==> config.mk <==
export PLATFORM = sky130hd
export DESIGN_NAME = rv32i_run_ctrl
export DESIGN_NICKNAME = d
export VERILOG_FILES = /design/src/rtl/rv32i_run_pkg.sv /design/src/rtl/rv32i_run_ctrl_sat_counter.sv /design/src/rtl/rv32i_run_ctrl.sv
export SDC_FILE = /design/constraint.sdc
export NUM_CORES = 1
export LEC_CHECK = 0
export BUFFER_PORTS_ARGS = -buffer_cell sky130_fd_sc_hd__buf_2
export CORE_ASPECT_RATIO = 0.6
export CORE_UTILIZATION = 30
export CTS_CLUSTER_SIZE = 30
export DETAILED_ROUTE_END_ITERATION = 6
export PLACE_DENSITY = 0.57
export SYNTH_ARGS = -nofsm -noshare
export SYNTH_HDL_FRONTEND = slang
export SYNTH_SLANG_ARGS = --single-unit
==> constraint.sdc <==
create_clock -name clk -period 5.7 [get_ports clk]
set_input_delay 0.285 -clock clk [delete_from_list [all_inputs] [get_ports clk]]
set_output_delay 0.285 -clock clk [all_outputs]
set_load 0.02 [all_outputs]
==> src/rtl/rv32i_run_pkg.sv <==
// Shared types for the RV32I run controller: the top-level sequencing states.
package rv32i_run_pkg;

    typedef enum logic [1:0] {
        IDLE  = 2'd0,
        RESET = 2'd1,
        RUN   = 2'd2,
        DONE  = 2'd3
    } run_state_e;

endpackage

==> src/rtl/rv32i_run_ctrl_sat_counter.sv <==
// Saturating up-counter with synchronous clear; used for both the reset-phase
// timer and the run-cycle counter of rv32i_run_ctrl.
module sat_counter #(
    parameter int WIDTH = 8
) (
    input  logic             clk,
    input  logic             rst,
    input  logic             clr,
    input  logic             inc,
    output logic [WIDTH-1:0] count
);

    always_ff @(posedge clk) begin
        if (!rst) begin
            count <= '0;
        end else if (clr) begin
            count <= '0;
        end else if (inc && (count != '1)) begin
            count <= count + 1'b1;
        end
    end

endmodule

==> src/rtl/rv32i_run_ctrl.sv <==
// Run controller for a set of RV32I cores: holds them in reset, runs them until
// every core halts or a cycle budget expires, then freezes them for inspection.
//
// state | meaning
// IDLE  | cores held in reset, waiting for start
// RESET | cores held in reset for RESET_CYCLES cycles
// RUN   | cores enabled until all halt or budget expires
// DONE  | cores frozen (not reset), results held
module rv32i_run_ctrl
    import rv32i_run_pkg::*;
#(
    parameter int N_CORES      = 1,
    parameter int RESET_CYCLES = 2,
    parameter int MAX_CYCLES   = 10,
    parameter int CNT_W        = 32
) (
    input  logic               clk,
    input  logic               rst,
    input  logic               start,
    input  logic               abort,
    input  logic [N_CORES-1:0] halt_req,
    output logic               core_rst,
    output logic [N_CORES-1:0] core_ena,
    output logic               busy,
    output logic               done,
    output logic               timeout,
    output logic [CNT_W-1:0]   cycles,
    output logic [N_CORES-1:0] halted_mask
);

    localparam int              PH_W     = $clog2(RESET_CYCLES) + 1;
    localparam logic [PH_W-1:0] PH_LAST  = PH_W'(RESET_CYCLES - 1);
    localparam logic [CNT_W-1:0] CYC_LAST = CNT_W'(MAX_CYCLES - 1);

    run_state_e         state, state_nxt;
    logic [PH_W-1:0]    ph_cnt;
    logic [N_CORES-1:0] mask_nxt;
    logic               all_halt;
    logic               budget_hit;
    logic               run_clr;

    // Halts requested this cycle count toward the exit decision immediately.
    assign mask_nxt   = halted_mask | halt_req;
    assign all_halt   = &mask_nxt;
    assign budget_hit = (cycles == CYC_LAST);
    assign run_clr    = ((state == IDLE) || (state == DONE)) && start && !abort;

    sat_counter #(.WIDTH(PH_W)) u_phase (
        .clk   (clk),
        .rst   (rst),
        .clr   (state != RESET),
        .inc   (state == RESET),
        .count (ph_cnt)
    );

    sat_counter #(.WIDTH(CNT_W)) u_cycles (
        .clk   (clk),
        .rst   (rst),
        .clr   (run_clr),
        .inc   ((state == RUN) && !abort),
        .count (cycles)
    );

    always_ff @(posedge clk) begin
        if (!rst) begin
            state <= IDLE;
        end else begin
            state <= state_nxt;
        end
    end

    always_comb begin
        state_nxt = state;
        if (abort) begin
            state_nxt = IDLE;
        end else begin
            case (state)
                IDLE:    if (start) state_nxt = RESET;
                RESET:   if (ph_cnt == PH_LAST) state_nxt = RUN;
                RUN:     if (all_halt || budget_hit) state_nxt = DONE;
                DONE:    if (start) state_nxt = RESET;
                default: state_nxt = IDLE;
            endcase
        end
    end

    // A final halt coinciding with budget expiry is a clean finish, not a timeout.
    always_ff @(posedge clk) begin
        if (!rst) begin
            halted_mask <= '0;
            timeout     <= 1'b0;
        end else if (abort) begin
            timeout <= 1'b0;
        end else if (run_clr) begin
            halted_mask <= '0;
            timeout     <= 1'b0;
        end else if (state == RUN) begin
            halted_mask <= mask_nxt;
            if (budget_hit && !all_halt) timeout <= 1'b1;
        end
    end

    always_comb begin
        core_rst = (state == IDLE) || (state == RESET);
        core_ena = (state == RUN) ? ~halted_mask : '0;
        busy     = (state == RESET) || (state == RUN);
        done     = (state == DONE);
    end

endmodule

# After elaboration in Yosys (flattened, before gate mapping)
# Index checks and enable logic that the tools add are counted.
# totals
rom_bits	0
memories	0
out_inout_bits	38
ff_bits	38
wordCells	51
latch_bits	0
ramBits	0
in_bits	5
# classes
multipliers	0
add_sub_neg	2
magnitude_cmp	0
n_reduce_logical	22
div	0
n_bitwise	4
eq_ne	11
shift	0
mux	7
# ops
operator	n
adder 32 x 1 -> 32 bit, second input constant	1
== test 32 x 4 -> 1 bit, second input constant	1
inequality test 32 bit, second input constant	1
OR reduction 2 bit	4
logical AND 1 bit	6
two-way mux 2 bit	3
inequality test 2 x 1 -> 1 bit, second input constant	3
case mux 2 bit (3 select lines)	1
== test 2 x 1 -> 1 bit, second input constant	2
== test 2 bit, second input constant	2
logical OR 1 bit	4
inequality test 2 bit, second input constant	2
AND reduction 2 bit	2
two-way mux 1 bit	3
inverter 1 bit	3
AND reduction 3 bit	1
OR reduction 3 bit	1
adder 2 x 1 -> 2 bit, second input constant	1
zero test 1 bit	2
zero test 2 bit	1
nonzero test 2 bit	1
OR 1 bit	1

# Depth between registers and ports, before layout
# Gate-level depths: netlist of the first run.
# logic_depth
depth_word	6
depth_mapped	8
mapped_depth_nobuf	7

# By module
# From an unflattened synthesis of the first run, not the netlist that was laid out.
# unflattened
cells_unflattened	266
hier_area_um2	2232.1
# by_module_without_submodules
mod	cells_each	area_each_um2	seq_area_each_um2	instances
sat_counter at u_cycles	203	1667.8	640.6	1
rv32i_run_ctrl	54	465.4	80.1	1
sat_counter at u_phase	9	98.8	40.0	1

# Worst setup path after synthesis of the first run
# Ideal clock, no wire load.
# synth_path
path_kind	register to register
from	register u_cycles.count[17]
to	register u_cycles.count[28]
path_slack_ns	3.754
setup_time_ns	0.125
arrival_time_ns	1.821
period_less_slack_ns	1.946
required_time_ns	5.575
path_stages_with_launch	6
path_buffers	0
path_cell_list	dfxtp_1 nand3_1 or3_4 or4_4 xor2_1 nor2_2
# synth_between
elab_chain_cells	2
elab_cells_between_ends	3
classes_between	1 x add/sub; 1 x eq/ne; 1 x reduce/logical
# synth_lines
item	line_no	source
start: declaration	rv32i_run_ctrl_sat_counter.sv:10	output logic [WIDTH-1:0] count
start signal: assignment	rv32i_run_ctrl_sat_counter.sv:19	count <= count + 1'b1;
parallel branches: the longest is 2 deep, another holds adder 32 x 1 -> 32 bit	-	
# Parallel ways; which one is timed is not known.
# A chain may end at the register's enable or synchronous reset.

# Worst setup path in the final report of the first run
# layout_path
from	register u_cycles.count[23]
to	register u_cycles.count[21]
# layout_between
elab_chain_cells	2
# layout_lines
item	line_no	source
inequality test 32 bit	rv32i_run_ctrl_sat_counter.sv:18	end else if (inc && (count != '1)) begin
logical AND 1 bit	rv32i_run_ctrl_sat_counter.sv:18	
# Every way passes these cells.

==> impl_metrics.env, run 1 <==
export IMPL_status="finished clean"
export IMPL_netlist_area_um2=2100
export IMPL_tns_ns=0
export IMPL_fillers=714
export IMPL_dp_final_hpwl_um=4200
export IMPL_layout_common_cells="buf_2 (42), dfxtp_1 (38), a21oi_1 (29)"
export IMPL_final_common_cell="buf_2"
export IMPL_cts_root_buf="clkbuf_16"
export IMPL_synth_compound_area_frac=0.198
export IMPL_die_area_um2=7350
export IMPL_tightest_slew_ns=1.26
export IMPL_holdWs_ns=0.254
export IMPL_ys_seq_area_frac=0.362
export IMPL_period_share=0.457
export IMPL_post_drt_wl_per_cell_um=15.0
export IMPL_synthMuxAreaShare=0.00477
export IMPL_synthSimpleGateAreaFrac=0.325
export IMPL_dieHeight_um=66.8
export IMPL_grt_setup_unrepaired="false"
export IMPL_async_flop_share=0
export IMPL_post_cts_resize_count=0
export IMPL_syn_area_per_cell_um2=8.53
export IMPL_syn_inst=246
export IMPL_vdd_ir_drop_max_v=0.000101
export IMPL_slew_headroom=0.158
export IMPL_finClkSkew_ns=0.00570
export IMPL_cts_sinks=38
export IMPL_clockBufferDepth=2
export IMPL_synth_seq_cells=38
export IMPL_dr_first_iter_drc_count=154
export IMPL_fmax_ghz=0.384
export IMPL_p_per_area_nw_per_um2=226
export IMPL_drc=0
export IMPL_synth_cell_type_count=42
export IMPL_num_vias=2081
export IMPL_cp_arrival_ns=2.81
export IMPL_synth_nets=260
export IMPL_grt_pass1_vias=1816
export IMPL_path_class="reg -> reg"
export IMPL_ctsHoldBuffers=0
export IMPL_grt_start_max_net_pins=39
export IMPL_synth_xor_area_frac=0.0209
export IMPL_cp_start_kind="flop"
export IMPL_synth_top_family_by_area="simple AND/OR/NAND/NOR gates"
export IMPL_die_w_um=110
export IMPL_yosys_warnings=0
export IMPL_crit_fanout=38
export IMPL_grtUsageTotal=0.164
export IMPL_required_ns=5.91
export IMPL_htree_levels=2
export IMPL_clk_latency_ns=0.28
export IMPL_floorplan_core_area_um2=6710
export IMPL_overflow=0
export IMPL_synth_ff_type="dfxtp_1"
export IMPL_slew_violations=0
export IMPL_critPathCaptureType="flop"
export IMPL_initial_core_util=0.313
export IMPL_io_pins=43
export IMPL_clk_pin_slew_worst_paths_ns=0.06
export IMPL_drtAntennaViolNets=0
export IMPL_cts_setup_buffers=0
export IMPL_drt_total_wl_um=5660
export IMPL_routabilityCongestion=0.877
export IMPL_syn_to_final_growth_pct=20.4
export IMPL_numCtsBuffers=5
export IMPL_setup_viol=0
export IMPL_min_path_type="in -> reg"
export IMPL_fp_row_count=23
export IMPL_synthAdderAreaFrac=0.0536
export IMPL_period_minus_slack_ns=2.60
export IMPL_drt_pass1_iterations=5
export IMPL_max_cap_viol_count=0
export IMPL_vias_per_cell=5.52
export IMPL_grt_first_pass_wirelength_um=9200
export IMPL_antenna_found_initial=0
export IMPL_diodes=0
export IMPL_cts_tree="done"
export IMPL_drive_above_1_share=0.210
export IMPL_portBuffers=42
export IMPL_leakage_nw=0.911
export IMPL_hold_viol=0
export IMPL_synth_edf_count=0
export IMPL_final_net_count=303
## worst max-delay path, cell delays in order (launching register included)
cell and delay [ns]:
dfxtp_1 0.44, nand4_1 0.25, or3_4 0.43, o31ai_4 1.05, o31ai_1 0.20, a21oi_1 0.16
## synthesized netlist by cell type, drive strengths merged (2+ instances only)
| library cell | instances | area [µm²] |
|---|---|---|
| nand2b | 2 | 12.5 |
| o21ai | 17 | 85.1 |
| ha | 9 | 113 |
| o31ai | 14 | 119 |
| nand3 | 12 | 60.1 |
| and4 | 9 | 83.8 |
| o211ai | 3 | 22.5 |
| nor4b | 2 | 17.5 |
| xor2 | 2 | 17.5 |
| a21oi | 29 | 145 |
| clkbuf | 4 | 15.0 |
| nand2 | 13 | 51.3 |
| buf | 3 | 33.8 |
| nor4 | 6 | 37.5 |
| nor3 | 2 | 15.0 |
| inv | 7 | 26.3 |
| nor2b | 4 | 25.0 |
| nor2 | 12 | 47.6 |
| xnor2 | 3 | 26.3 |
| nand4 | 13 | 87.6 |
| dfxtp | 38 | 761 |
| and2 | 4 | 25.0 |
| or4 | 10 | 78.8 |
| or3 | 18 | 118 |
| o21a | 2 | 15.0 |
## worst paths after layout
path	startpoint	endpoint	slack, ns	cells past startpoint
worst max-delay path	u_cycles.count[23]	u_cycles.count[21]	3.10	5
worst min-delay path	halt_req	halted_mask	0.25	3
worst max register to register	u_cycles.count[23]	u_cycles.count[21]	3.10	5
worst min register to register	timeout	timeout	0.47	2
## cell type report
type / instances / area (µm²) / area share
Tap cell: 87 / 109 / 0.0430
Timing Repair Buffer: 43 / 218 / 0.0861
Clock buffer: 7 / 143 / 0.0564
Inverter: 7 / 26.3 / 0.0104
Sequential cell: 38 / 761 / 0.301
Multi-Input combinational cell: 194 / 1270 / 0.501
Clock inverter: 1 / 5.00 / 0.00198
## flip-flops by register name (all words and copies together), names as in the netlist
name,count
u_cycles.count,32
state,2
u_phase.count,2
timeout,1
halted_mask,1
## power breakdown
part | internal, mW | switching [mW]
Sequential | 0.267 | 0.00126
Clock | 0.173 | 0.106
Combinational | 0.00763 | 0.0156
Total | 0.448 | 0.123
## metrics by stage
stage | area [µm²] | total power [mW] | std cells | worst slack, ns | util
final | 2530 | 0.570 | 377 | 3.10 | 0.377
after global placement | 2380 | 0.297 | 369 | 3.18 | 0.355
after detailed placement | 2380 | 0.297 | 369 | 3.15 | 0.355
after floorplan | 2100 | 0.290 | 246 | 3.75 | -
after CTS | 2530 | 0.575 | 377 | 3.12 | 0.377
after global routing | 2530 | 0.591 | 377 | 2.86 | 0.377
## cell families after synthesis
family / after synthesis
simple gates: 110
fa+ha+maj: 9
flops: 38
xor+xnor: 5
buf+inv: 14
compound gates: 69
mux: 1
## layer usage
| metal | routed length (µm) | global-route usage |
|---|---|---|
| met4 | 28 | 0.0333 |
| met1 | 3030 | 0.249 |
| met3 | 491 | 0.0470 |
| met2 | 2120 | 0.221 |
| met5 | 0 | 0 |
(Power assumes the default switching activity.)
==> run 2, diff against run 1 <==
--- a/config.mk
+++ b/config.mk
@@ -5,6 +5,7 @@
 export SDC_FILE = /design/constraint.sdc
 export NUM_CORES = 1
 export LEC_CHECK = 0
+export ABC_AREA = 1
 export BUFFER_PORTS_ARGS = -buffer_cell sky130_fd_sc_hd__buf_2
 export CORE_ASPECT_RATIO = 0.6
 export CORE_UTILIZATION = 30
==> constraint.sdc (replaced) <==
create_clock -name clk -period 2.2 [get_ports clk]
set_input_delay 0.11 -clock clk [delete_from_list [all_inputs] [get_ports clk]]
set_output_delay 0.11 -clock clk [all_outputs]
set_load 0.02 [all_outputs]
==> impl_metrics.env, run 2 <==
export IMPL_combPwrFrac=0.068
export IMPL_initial_core_util=0.309
export IMPL_die_w_um=123
export IMPL_drive_above_1_share=0.173
export IMPL_post_cts_resize_count=0
export IMPL_place_area_um2=3010
export IMPL_final_net_count=503
export IMPL_synthSimpleGateAreaFrac=0.436
export IMPL_floorplan_core_area_um2=8520
export IMPL_layout_common_cells="nand2_1 (168), nor2_1 (68), inv_1 (50)"
export IMPL_slew_headroom=0.687
export IMPL_async_flop_share=0
export IMPL_slew_violations=0
export IMPL_synth_top_family_by_area="simple AND/OR/NAND/NOR gates"
export IMPL_tns_ns=0
export IMPL_drt_total_wl_um=7750
export IMPL_p_sw_frac=0.215
export IMPL_die_area_um2=9180
export IMPL_cts_sinks=38
export IMPL_clk_latency_ns=0.29
export IMPL_drc=0
export IMPL_p_per_area_nw_per_um2=561
export IMPL_drt_pass1_iterations=5
export IMPL_vias_per_cell=4.61
export IMPL_r2r_start="u_cycles.count[1]"
export IMPL_ys_seq_area_frac=0.288
export IMPL_grt_pass1_vias=2316
export IMPL_fp_row_count=26
export IMPL_finClkSkew_ns=0.00723
export IMPL_grtUsageTotal=0.178
export IMPL_synth_cell_type_count=25
export IMPL_leakage_nw=1.36
export IMPL_synthTopCellsByCount="nand2_1 (168), nor2_1 (68), inv_1 (50), dfxtp_1 (38), a21oi_1 (24)"
export IMPL_regMostFlops="u_cycles.count"
export IMPL_crit_fanout=27
export IMPL_required_ns=2.38
export IMPL_hold_viol=0
export IMPL_syn_to_final_growth_pct=21.8
export IMPL_fmax_ghz=0.522
export IMPL_vdd_ir_drop_max_v=0.000270
export IMPL_numCtsBuffers=5
export IMPL_portBuffers=42
export IMPL_syn_area_per_cell_um2=6.02
export IMPL_status="finished clean"
export IMPL_dr_first_iter_drc_count=235
export IMPL_cp_arrival_ns=2.10
export IMPL_internal_power_mw=1.42
export IMPL_period_minus_slack_ns=1.92
export IMPL_htree_levels=2
export IMPL_timing_rr_end="u_cycles.count[18]"
export IMPL_cp_start_kind="flop"
export IMPL_dp_final_hpwl_um=6190
export IMPL_io_pins=43
export IMPL_synthAdderAreaFrac=0.0427
export IMPL_num_vias=2774
export IMPL_synth_top_cell_area_share=0.288
export IMPL_p_clk_frac=0.543
export IMPL_crit_start="u_cycles.count[1]"
export IMPL_clockBufferDepth=2
export IMPL_clk_pin_slew_worst_paths_ns=0.06
export IMPL_grt_first_pass_wirelength_um=12100
export IMPL_p_switching_mw=0.388
export IMPL_path_class="reg -> reg"
export IMPL_synth_edf_count=0
export IMPL_largest_reg_flops=32
export IMPL_syn_inst=438
export IMPL_drtAntennaViolNets=0
export IMPL_crit_path_end="u_cycles.count[18]"
export IMPL_synth_seq_cells=38
export IMPL_yosysTopAreaCell="dfxtp_1"
export IMPL_synth_compound_area_frac=0.0949
export IMPL_period_share=0.871
export IMPL_antenna_found_initial=0
export IMPL_critPathCaptureType="flop"
export IMPL_final_common_cell="nand2_1"
export IMPL_synth_most_common_cell="nand2_1"
export IMPL_synthMuxAreaShare=0
export IMPL_netlist_area_um2=2640
export IMPL_min_path_type="in -> reg"
export IMPL_setup_viol=0
export IMPL_grt_start_max_net_pins=28
export IMPL_final_cell_area_um2=3210
export IMPL_ctsHoldBuffers=0
export IMPL_r2r_slack_ns=0.28
export IMPL_cts_root_buf="clkbuf_16"
export IMPL_diodes=0
export IMPL_synth_area_leaders="dfxtp_1 (29%), nand2_1 (24%), nor2_1 (9.7%)"
export IMPL_overflow=0
export IMPL_synth_ff_type="dfxtp_1"
export IMPL_max_cap_viol_count=0
export IMPL_dieHeight_um=74.6
export IMPL_routabilityCongestion=0.909
export IMPL_yosys_warnings=0
export IMPL_reg_top3="u_cycles.count: 32 flops, state: 2 flops, u_phase.count: 2 flops"
export IMPL_seqPwrFrac=0.389
export IMPL_cts_setup_buffers=0
export IMPL_grt_setup_unrepaired="false"
export IMPL_cts_tree="done"
export IMPL_synth_nets=452
export IMPL_reg2reg_depth=10
export IMPL_post_drt_wl_per_cell_um=12.9
export IMPL_holdWs_ns=0.0830
export IMPL_synth_xor_area_frac=0.0432
export IMPL_tightest_slew_ns=0.468
run 2: cell types whose count changed in the layout (fill, tap and decap cells not counted), sizes merged, moves of 5 or more:
cell   delta
o31ai    -14
o21ai    -11
nor2     +64
a21oi     +5
xor2     +11
or4      -10
nor4      -6
or3      -18
nand4     -7
inv      +44
buf       +8
and4      -9
nand2   +161
run 2: layout make-up:
cell class	count	area (µm²)
fillers	949	5310
multi-input cells	341	1630
flip-flops and latches	38	761
repair buffers	51	290
inverters	52	195
well taps	112	140
clock buffers	6	139
clock inverters	2	60.1
run 2: cells by family after synthesis:
kind of cell | count (synthesis)
AO/OA/AOI/OAI | 42
XOR/XNOR | 13
adder cells (fa/ha/maj) | 9
buffers and inverters | 59
flip-flops | 38
AND/OR/NAND/NOR | 277
run 2: worst max-delay path, cell delays in order, from the launching register on:
cell and delay (ns):
dfxtp_1 0.38, ha_1 0.20, nand2_1 0.09, nor2_4 0.17, nand2_4 0.11, nor2_4 0.16, nand2_4 0.08, nand2_4 0.15
inv_2 0.22, a21oi_1 0.19, nor2_1 0.05
run 2: routing by layer:
| metal | vias up | wire length, µm | global-route usage |
|---|---|---|---|
| li1 | 1449 | - | - |
| met5 | - | 0 | 0 |
| met2 | 89 | 2780 | 0.220 |
| met1 | 1228 | 4280 | 0.287 |
| met4 | 0 | 102 | 0.0562 |
| met3 | 8 | 587 | 0.0402 |
run 2: worst min path at each step:
| stage | from | to | slack [ns] | depth (start not counted) |
|---|---|---|---|---|
| 2_1_floorplan | halt_req | halted_mask | 0.25 | 2 |
| 3_3_place_gp | halt_req | halted_mask | 0.38 | 3 |
| 3_5_place_dp | halt_req | halted_mask | 0.38 | 3 |
| 4_1_cts | halt_req | halted_mask | 0.08 | 3 |
| 5_1_grt | halt_req | halted_mask | 0.09 | 3 |
| 6_report | halt_req | halted_mask | 0.08 | 3 |
run 2: power groups by stage:
stage                     sequential (mW)  combinational (mW)  clock, mW
after global routing                0.701               0.138       1.03
final                               0.701               0.123      0.979
after detailed placement            0.716               0.122          0
after floorplan                     0.717              0.0832          0
after global placement              0.716               0.120          0
after CTS                           0.701               0.123      0.997
run 2: per-stage QoR:
stage,worst slack (ns),util,power (mW),cells
6_report,0.284,0.377,1.80,602
2_1_floorplan,0.250,-,0.800,438
4_1_cts,0.302,0.377,1.82,602
3_3_place_gp,0.338,0.353,0.836,594
3_5_place_dp,0.318,0.353,0.838,594
5_1_grt,0.0840,0.377,1.87,602
